$ cat src/rtl/sm_arith_unit_if.sv
// Handshake and operand/result bundle for the sign-magnitude arithmetic unit.
// The control FSM sits on the master side and the unit on the slave side.
interface sm_arith_unit_if #(
  parameter int WIDTH = 16
);
  logic             i_start;
  logic [1:0]       i_op;
  logic [WIDTH-1:0] i_a;
  logic [WIDTH-1:0] i_b;
  logic             o_ready;
  logic             o_done;
  logic [WIDTH-1:0] o_result;
  logic             o_ovf;
  logic             o_zero;
  logic             o_neg;

  modport master (
    output i_start, i_op, i_a, i_b,
    input  o_ready, o_done, o_result, o_ovf, o_zero, o_neg
  );

  modport slave (
    input  i_start, i_op, i_a, i_b,
    output o_ready, o_done, o_result, o_ovf, o_zero, o_neg
  );
endinterface

$ cat src/rtl/sm_arith_unit.sv
// Sign-magnitude arithmetic unit: single-cycle ADD/SUB/NEG and an iterative
// shift-add multiplier, with a start/done handshake and result flags.
// Negative zero is never produced; zero magnitudes always carry sign 0.
module sm_arith_unit #(
  parameter int WIDTH = 16
) (
  input logic            i_clk,
  input logic            i_rst_n,
  sm_arith_unit_if.slave io_bus
);
  localparam int N  = WIDTH - 1;
  localparam int CW = $clog2(WIDTH);

  localparam logic [1:0] OP_ADD = 2'b00;
  localparam logic [1:0] OP_SUB = 2'b01;
  localparam logic [1:0] OP_MUL = 2'b10;
  localparam logic [1:0] OP_NEG = 2'b11;

  typedef enum logic {
    IDLE    = 1'b0,
    MUL_RUN = 1'b1
  } state_t;

  state_t           r_state;
  state_t           w_stateNext;

  logic [N-1:0]     w_magA;
  logic [N-1:0]     w_magB;
  logic             w_signA;
  logic             w_signBEff;
  logic [N:0]       w_sum;
  logic [N-1:0]     w_aluMag;
  logic             w_aluSign;
  logic             w_aluOvf;

  logic [2*N-1:0]   r_mcand;
  logic [2*N-1:0]   r_prod;
  logic [2*N-1:0]   w_prodNext;
  logic [N-1:0]     r_mplier;
  logic             r_sign;
  logic [CW-1:0]    r_count;
  logic [N-1:0]     w_mulMag;
  logic             w_mulOvf;

  logic [WIDTH-1:0] r_result;
  logic             r_ovf;
  logic             r_zero;
  logic             r_done;

  logic             w_accept;
  logic             w_mulLast;

  // A zero magnitude is treated as +0 regardless of its sign bit; SUB flips b's sign.
  assign w_magA     = io_bus.i_a[N-1:0];
  assign w_magB     = io_bus.i_b[N-1:0];
  assign w_signA    = io_bus.i_a[WIDTH-1] & (|w_magA);
  assign w_signBEff = (io_bus.i_b[WIDTH-1] & (|w_magB)) ^ (io_bus.i_op == OP_SUB);
  assign w_sum      = {1'b0, w_magA} + {1'b0, w_magB};

  assign w_accept   = (r_state == IDLE) && io_bus.i_start;
  assign w_mulLast  = (r_state == MUL_RUN) && (r_count == CW'(1));

  // One multiplier step: add the shifted multiplicand when the current multiplier bit is set.
  assign w_prodNext = r_prod + (r_mplier[0] ? r_mcand : '0);
  assign w_mulMag   = w_prodNext[N-1:0];
  assign w_mulOvf   = |w_prodNext[2*N-1:N];

  // Single-cycle sign-magnitude add/subtract/negate.
  always_comb begin
    w_aluMag  = '0;
    w_aluSign = 1'b0;
    w_aluOvf  = 1'b0;
    case (io_bus.i_op)
      OP_NEG: begin
        w_aluMag  = w_magA;
        w_aluSign = ~w_signA;
      end
      OP_ADD, OP_SUB: begin
        if (w_signA == w_signBEff) begin
          w_aluMag  = w_sum[N-1:0];
          w_aluSign = w_signA;
          w_aluOvf  = w_sum[N];
        end else if (w_magA >= w_magB) begin
          w_aluMag  = w_magA - w_magB;
          w_aluSign = w_signA;
        end else begin
          w_aluMag  = w_magB - w_magA;
          w_aluSign = w_signBEff;
        end
      end
      default: begin
        w_aluMag  = '0;
        w_aluSign = 1'b0;
        w_aluOvf  = 1'b0;
      end
    endcase
  end

  // Control state register.
  always_ff @(posedge i_clk or negedge i_rst_n) begin
    if (!i_rst_n) begin
      r_state <= IDLE;
    end else begin
      r_state <= w_stateNext;
    end
  end

  // Next-state logic: only a multiply leaves IDLE, and it returns on its last step.
  always_comb begin
    w_stateNext = r_state;
    case (r_state)
      IDLE: begin
        if (w_accept && (io_bus.i_op == OP_MUL)) begin
          w_stateNext = MUL_RUN;
        end
      end
      MUL_RUN: begin
        if (w_mulLast) begin
          w_stateNext = IDLE;
        end
      end
      default: w_stateNext = IDLE;
    endcase
  end

  // Operand capture, multiplier iteration and registered result/flags.
  always_ff @(posedge i_clk or negedge i_rst_n) begin
    if (!i_rst_n) begin
      r_mcand  <= '0;
      r_prod   <= '0;
      r_mplier <= '0;
      r_sign   <= 1'b0;
      r_count  <= '0;
      r_result <= '0;
      r_ovf    <= 1'b0;
      r_zero   <= 1'b1;
      r_done   <= 1'b0;
    end else begin
      r_done <= 1'b0;
      if (w_accept) begin
        if (io_bus.i_op == OP_MUL) begin
          r_mcand  <= {{N{1'b0}}, w_magA};
          r_mplier <= w_magB;
          r_sign   <= io_bus.i_a[WIDTH-1] ^ io_bus.i_b[WIDTH-1];
          r_prod   <= '0;
          r_count  <= CW'(N);
        end else begin
          r_result <= {w_aluSign & (|w_aluMag), w_aluMag};
          r_ovf    <= w_aluOvf;
          r_zero   <= ~(|w_aluMag);
          r_done   <= 1'b1;
        end
      end else if (r_state == MUL_RUN) begin
        r_prod   <= w_prodNext;
        r_mcand  <= r_mcand << 1;
        r_mplier <= r_mplier >> 1;
        r_count  <= r_count - CW'(1);
        if (w_mulLast) begin
          r_result <= {r_sign & (|w_mulMag), w_mulMag};
          r_ovf    <= w_mulOvf;
          r_zero   <= ~(|w_mulMag);
          r_done   <= 1'b1;
        end
      end
    end
  end

  assign io_bus.o_ready  = (r_state == IDLE);
  assign io_bus.o_done   = r_done;
  assign io_bus.o_result = r_result;
  assign io_bus.o_ovf    = r_ovf;
  assign io_bus.o_zero   = r_zero;
  assign io_bus.o_neg    = r_result[WIDTH-1];
endmodule
$ cat src/flat_wrapper.sv
// flat-port wrapper written by rule: the top's interface ports become plain ports
module sm_arith_unit_flat 
#(
  parameter int WIDTH = 16
)
  (i_clk, i_rst_n, io_bus_i_start, io_bus_i_op, io_bus_i_a, io_bus_i_b, io_bus_o_ready, io_bus_o_done, io_bus_o_result, io_bus_o_ovf, io_bus_o_zero, io_bus_o_neg);
  sm_arith_unit_if #(.WIDTH(WIDTH)) io_bus_i ();
  input logic i_clk;
  input logic i_rst_n;
  input wire logic [$bits(io_bus_i.i_start)-1:0] io_bus_i_start;
  input wire logic [$bits(io_bus_i.i_op)-1:0] io_bus_i_op;
  input wire logic [$bits(io_bus_i.i_a)-1:0] io_bus_i_a;
  input wire logic [$bits(io_bus_i.i_b)-1:0] io_bus_i_b;
  output wire logic [$bits(io_bus_i.o_ready)-1:0] io_bus_o_ready;
  output wire logic [$bits(io_bus_i.o_done)-1:0] io_bus_o_done;
  output wire logic [$bits(io_bus_i.o_result)-1:0] io_bus_o_result;
  output wire logic [$bits(io_bus_i.o_ovf)-1:0] io_bus_o_ovf;
  output wire logic [$bits(io_bus_i.o_zero)-1:0] io_bus_o_zero;
  output wire logic [$bits(io_bus_i.o_neg)-1:0] io_bus_o_neg;
  assign io_bus_i.i_start = io_bus_i_start;
  assign io_bus_i.i_op = io_bus_i_op;
  assign io_bus_i.i_a = io_bus_i_a;
  assign io_bus_i.i_b = io_bus_i_b;
  assign io_bus_o_ready = io_bus_i.o_ready;
  assign io_bus_o_done = io_bus_i.o_done;
  assign io_bus_o_result = io_bus_i.o_result;
  assign io_bus_o_ovf = io_bus_i.o_ovf;
  assign io_bus_o_zero = io_bus_i.o_zero;
  assign io_bus_o_neg = io_bus_i.o_neg;
  sm_arith_unit #(.WIDTH(WIDTH)) u_core (.i_clk(i_clk), .i_rst_n(i_rst_n), .io_bus(io_bus_i));
endmodule
$ cat config.mk
export PLATFORM = sky130hd
export DESIGN_NAME = sm_arith_unit_flat
export DESIGN_NICKNAME = d
export VERILOG_FILES = /design/src/rtl/sm_arith_unit_if.sv /design/src/rtl/sm_arith_unit.sv /design/src/flat_wrapper.sv
export SDC_FILE = /design/constraint.sdc
export NUM_CORES = 1
export LEC_CHECK = 0
export ABC_AREA = 0
export CORE_UTILIZATION = 30
export DETAILED_ROUTE_END_ITERATION = 10
export MAX_ROUTING_LAYER = met4
export SETUP_SLACK_MARGIN = 0.1
export SYNTH_ARGS = -nofsm -noshare
export SYNTH_HDL_FRONTEND = slang
export SYNTH_SLANG_ARGS = --single-unit
$ cat constraint.sdc
create_clock -name i_clk -period 3.85 [get_ports i_clk]
set_input_delay 0.77 -clock i_clk [delete_from_list [all_inputs] [get_ports i_clk]]
set_output_delay 0.77 -clock i_clk [all_outputs]
set_load 0.05 [all_outputs]
==> results of run 1 <==
## flip-flops by register name, indices dropped and copies added, names as in the netlist, 4 cells and up
register,count
u_core.r_mcand,30
u_core.r_prod,30
u_core.io_bus.o_result,16
u_core.r_count,4
u_core.r_mplier,15
## worst max-delay path, delay by kind of cell (launching register included)
| family | cells | cell delay [ns] |
|---|---|---|
| buffers and inverters | 2 | 0.21 |
| xor gates and xnor gates | 1 | 0.16 |
| DFF | 1 | 0.39 |
| AOI/OAI and AO/OA | 6 | 1.18 |
| adders and majority gates | 2 | 0.49 |
| and+or+nand+nor | 5 | 1.11 |
## per-layer routing
metal	GRT usage (%)	up-vias	part of all wire (%)
met5	-	-	0
met4	6.64	0	2.2
met3	1.62	48	4.2
met2	32.9	225	46
met1	28.7	4206	48
li1	-	4311	-
## worst max path at each step
stage / end / slack [ns] / cells past startpoint
finish: u_core.io_bus.o_ovf$_DFFE_PN0P_ / 0.18 / 16
detailed placement: u_core.io_bus.o_result[15]$_DFFE_PN0P_ / -0.68 / 14
CTS: u_core.io_bus.o_result[15]$_DFFE_PN0P_ / 0.08 / 15
floorplan: u_core.io_bus.o_result[15]$_DFFE_PN0P_ / 0.18 / 15
global placement: u_core.io_bus.o_result[15]$_DFFE_PN0P_ / -0.60 / 14
global route: u_core.io_bus.o_ovf$_DFFE_PN0P_ / 0.005 / 16
## cell type report
cell class / instances / area [µm²] / share of cell area, %
Multi-Input combinational cell: 868 / 6200 / 51.6
Sequential cell: 100 / 2500 / 20.9
Timing Repair Buffer: 272 / 2280 / 19.0
Tap cell: 378 / 473 / 3.94
Inverter: 67 / 251 / 2.09
Clock buffer: 10 / 229 / 1.91
Clock inverter: 6 / 72.6 / 0.604
## through the flow
stage	util [%]	power, W	cell area (µm²)	setup slack [ns]	std cells
after floorplan	-	0.00536	8570	0.184	1090
after global routing	43.0	0.00914	12000	0.00512	1701
after CTS	40.9	0.00813	11400	0.0796	1693
after detailed placement	39.0	0.00707	10900	-0.676	1666
after global placement	39.0	0.00699	10900	-0.598	1666
final	43.0	0.00845	12000	0.175	1701
## cells by family after synthesis
kind of cell,after synthesis
flops,100
xor+xnor,44
fa+ha+maj,85
simple gates,394
compound gates,331
buf+inv,122
mux,14
## cell usage after synthesis, types with 5 or more instances
master                       n
sky130_fd_sc_hd__o221ai_1    6
sky130_fd_sc_hd__xnor2_1    26
sky130_fd_sc_hd__nand2b_1   10
sky130_fd_sc_hd__nand3b_1    6
sky130_fd_sc_hd__mux2i_1    10
sky130_fd_sc_hd__a21o_1     22
sky130_fd_sc_hd__nor4_1     11
sky130_fd_sc_hd__nor2_1     94
sky130_fd_sc_hd__a211oi_1   14
sky130_fd_sc_hd__o21ai_0    71
sky130_fd_sc_hd__nor3_1     13
sky130_fd_sc_hd__inv_1      64
sky130_fd_sc_hd__o21ai_1    13
sky130_fd_sc_hd__clkbuf_1   40
sky130_fd_sc_hd__nand3_1    18
sky130_fd_sc_hd__buf_2       6
sky130_fd_sc_hd__o31ai_1     8
sky130_fd_sc_hd__o22ai_1    10
sky130_fd_sc_hd__o21a_1     11
sky130_fd_sc_hd__a21oi_1    67
sky130_fd_sc_hd__dfrtp_1    99
sky130_fd_sc_hd__buf_1       6
sky130_fd_sc_hd__nand4_1     6
sky130_fd_sc_hd__and2_1     30
sky130_fd_sc_hd__a221oi_1    9
sky130_fd_sc_hd__xor2_1     17
sky130_fd_sc_hd__a31oi_1    38
sky130_fd_sc_hd__o211ai_1    7
sky130_fd_sc_hd__ha_1       81
sky130_fd_sc_hd__a22o_1      9
sky130_fd_sc_hd__nand2_1   184
sky130_fd_sc_hd__or2_2       5
## power groups by stage
stage	logic [W]	clock network [W]	registers [W]
6_report	0.00559	0.000941	0.00192
5_1_grt	0.00617	0.00100	0.00197
4_1_cts	0.00526	0.000963	0.00190
3_5_place_dp	0.00515	0	0.00192
3_3_place_gp	0.00508	0	0.00191
2_1_floorplan	0.00322	0	0.00214
## what timing repair did
| action | in CTS | in global routing |
|---|---|---|
| endpoints found under the hold margin | 0 | 0 |
| gates resized for setup | 34 | 117 |
| gates cloned | 0 | 0 |
| pin swaps | 20 | 50 |
| setup buffers | 11 | 8 |
| endpoints found under the setup margin | 10 | 12 |
==> implementation parameters, run 1 <==
Parameter                              Value

Routing
  DRC violation count after routing ... 0
  Drt first pass iters ... 5
  Count of antenna-violating nets left after detailed routing ... 0
  Total vias in the final route ... between 8,000 and 9,000
  Post-detailed-route wirelength per cell ... between 15 and 20 µm
  Vias/cell ... 5.17
  Total length of routed wires ... 29,700 µm
  DRC marker count from the first detailed-route iteration ... 668

Critical path
  Reg-to-reg startpoint ... u_core.r_mplier[0]$_DFFE_PN0P_
  CP Class ... reg2reg
  Arrival time at the worst endpoint ... 3.91 ns
  Ordered list of cells on the worst path ... and2_4 > ha_4 > inv_2 > fa_2 > nor2b_4 > o211ai_2 > a31oi_1 > a311o_1 > a41oi_2 > buf_4 > o31a_1 > xnor2_2 > nor2_1 > or4b_4 > nor4_4 > a31oi_1
  Terminus of the critical flop-to-flop path ... u_core.io_bus.o_ovf$_DFFE_PN0P_
  Required time of the critical path ... 4.08 ns
  Cell seen most often among critical-path stages ... sky130_fd_sc_hd__a31oi_1
  Critical-path cell with the highest stage delay ... sky130_fd_sc_hd__or4b_4
  Register-to-register setup slack ... 0.18 ns
  Maximum fanout count along the critical path ... 3
  Number of cell instances on the worst register-to-register path ... 16
  Crit path launch ... u_core.r_mplier[0]$_DFFE_PN0P_
  Peak per-stage delay on the critical path ... 0.48 ns
  Sort of element at the start of the critical path ... register
  Capturing element type of the critical path ... register

Clocking
  Root buffer selected by CTS ... sky130_fd_sc_hd__clkbuf_16
  Total clock buffers created by CTS ... 9
  Clock insertion delay at the later pin of the skew report ... 0.36 ns
  Number of hold buffers added after CTS ... 0
  Max Buffers Root-to-Sink ... 2
  Number of H-tree levels ... 3
  Clock tree from TritonCTS ... done
  Number of clock sinks seen by CTS ... 100
  Clock transition at the registers of the reported paths ... 0.08 ns

STA
  Final hold slack ... 0.476 ns
  Final setup violating endpoints ... 0
  Final hold vios ... 0
  Final clock period utilization by the worst path ... a little over nine tenths
  Worst Skew ... between 0.01 and 0.015 ns
  Fin. max-slew vios ... 0
  Final worst path period need ... 3.67 ns
  Transition at the pin with the smallest max-transition slack ... approximately 0.85 ns
  Slew margin rel. ... 42.7%
  Fmax ... 272 MHz
  RSZ-0062 raised after global routing ... true
  Aggregate negative setup slack ... 0 ns

Die
  Horizontal die dimension ... 171 µm
  Floorplan die area ... 0.0293 mm²
  Total core area ... 0.0279 mm²
  Top Ports ... 58
  Site Rows ... 61
  Initial standard-cell utilization of the core ... a little under a third
  Die outline height ... 171 µm

Power and ir drop
  Sequential share of power ... 22.7%
  Comb pwr share ... 66.2%
  Cell Int Power ... 0.00448 W
  Net Sw Frac ... 47.0%
  Power dissipated by switching net loads ... roughly 0.004 W
  Peak supply drop ... 0.289 mV
  Leakage component of the power ... 5.66 nW
  Portion of total power attributed to the clock network ... 11.1%
  Pwr Density ... 704 mW/mm²

Logic synthesis
  Synthesized-area fraction occupied by ao, oa, aoi and oai cells ... 25.4%
  Count of flip-flops with a built-in enable after synthesis ... 0
  Share of the synthesized area in the top cell type ... 28.9%
  Cell area after synthesis ... 0.00857 mm²
  Largest cells by area after synthesis ... sky130_fd_sc_hd__dfrtp_1 (29%), sky130_fd_sc_hd__ha_1 (12%), sky130_fd_sc_hd__nand2_1 (8.1%), sky130_fd_sc_hd__o21ai_0 (4.1%), sky130_fd_sc_hd__nor2_1 (4.1%)
  Area fraction in and, or, nand and nor cells after synthesis ... 20.7%
  Biggest area consumer among synthesized cells ... sky130_fd_sc_hd__dfrtp_1
  Multiplexer area fraction after synthesis ... 1.69%
  Synth async-reset ratio ... 100%
  Mean area per synthesized cell ... just under 8 µm²
  Number of distinct standard cells referenced by the synthesized netlist ... 76
  Sequential fraction of the synthesis area ... 29.2%
  Gate count of the mapped netlist ... 1,090
  Arithmetic-cell share of the synthesized area counting full adders, half adders and majority gates ... 12.8%
  Dominant register cell in the synthesized netlist ... sky130_fd_sc_hd__dfrtp_1
  Post-synthesis net count ... 1,212
  Synthesis warning total ... 0
  Post-synthesis share of cell area spent on xor and xnor gates ... around 4.7%
  Count of state elements after synthesis ... 100
  Dominant combinational cell family by area after synthesis ... compound AO/OA/AOI/OAI gates

GRT
  Maximum number of pins on one net before global-route repair ... slightly below 80
  Via count of the first global-routing pass ... 8,486
  Number of antenna violations at the first check in global routing ... 0
  All-Layer GR Usage ... 21.0%
  Gr ovfl total ... 0
  Wire length of the first global-routing pass ... around 46,000 µm

Layout
  Net total in the final layout ... 1,440
  Commonest non-fill, non-tap cell in the layout ... sky130_fd_sc_hd__buf_4
  Antenna cells ... 0
  Synthesis-to-finish area growth ... 40.1%
  Share of post-route cells with drive strength above 1 ... 27.3%
  Fill cells ... 2,806
  Most used cells in the layout excluding fill and tap cells ... sky130_fd_sc_hd__buf_4 (211), sky130_fd_sc_hd__nand2_1 (179), sky130_fd_sc_hd__dfrtp_1 (98), sky130_fd_sc_hd__nor2_1 (89), sky130_fd_sc_hd__o21ai_0 (67)

Hold path
  Path class of the lowest-slack min-delay path ... in2async

Run
  Maxcap violations ... 0

Placement
  Global placer's final weighted congestion ... ~0.95
  HPWL reported at the end of detailed placement ... roughly 23,000 µm
  Count of input and output buffers ... 57

Run status
  Run status ... finished clean
No activity file was read; power rests on OpenSTA's default activity.
==> run 2: changes to the inputs <==
--- a/config.mk
+++ b/config.mk
@@ -6,6 +6,7 @@
 export NUM_CORES = 1
 export LEC_CHECK = 0
 export ABC_AREA = 0
+export CAP_MARGIN = 20
 export CORE_UTILIZATION = 30
 export DETAILED_ROUTE_END_ITERATION = 10
 export MAX_ROUTING_LAYER = met4
==> results of run 2 <==
Final layout, timing and power as in run 1 (identical DEF).
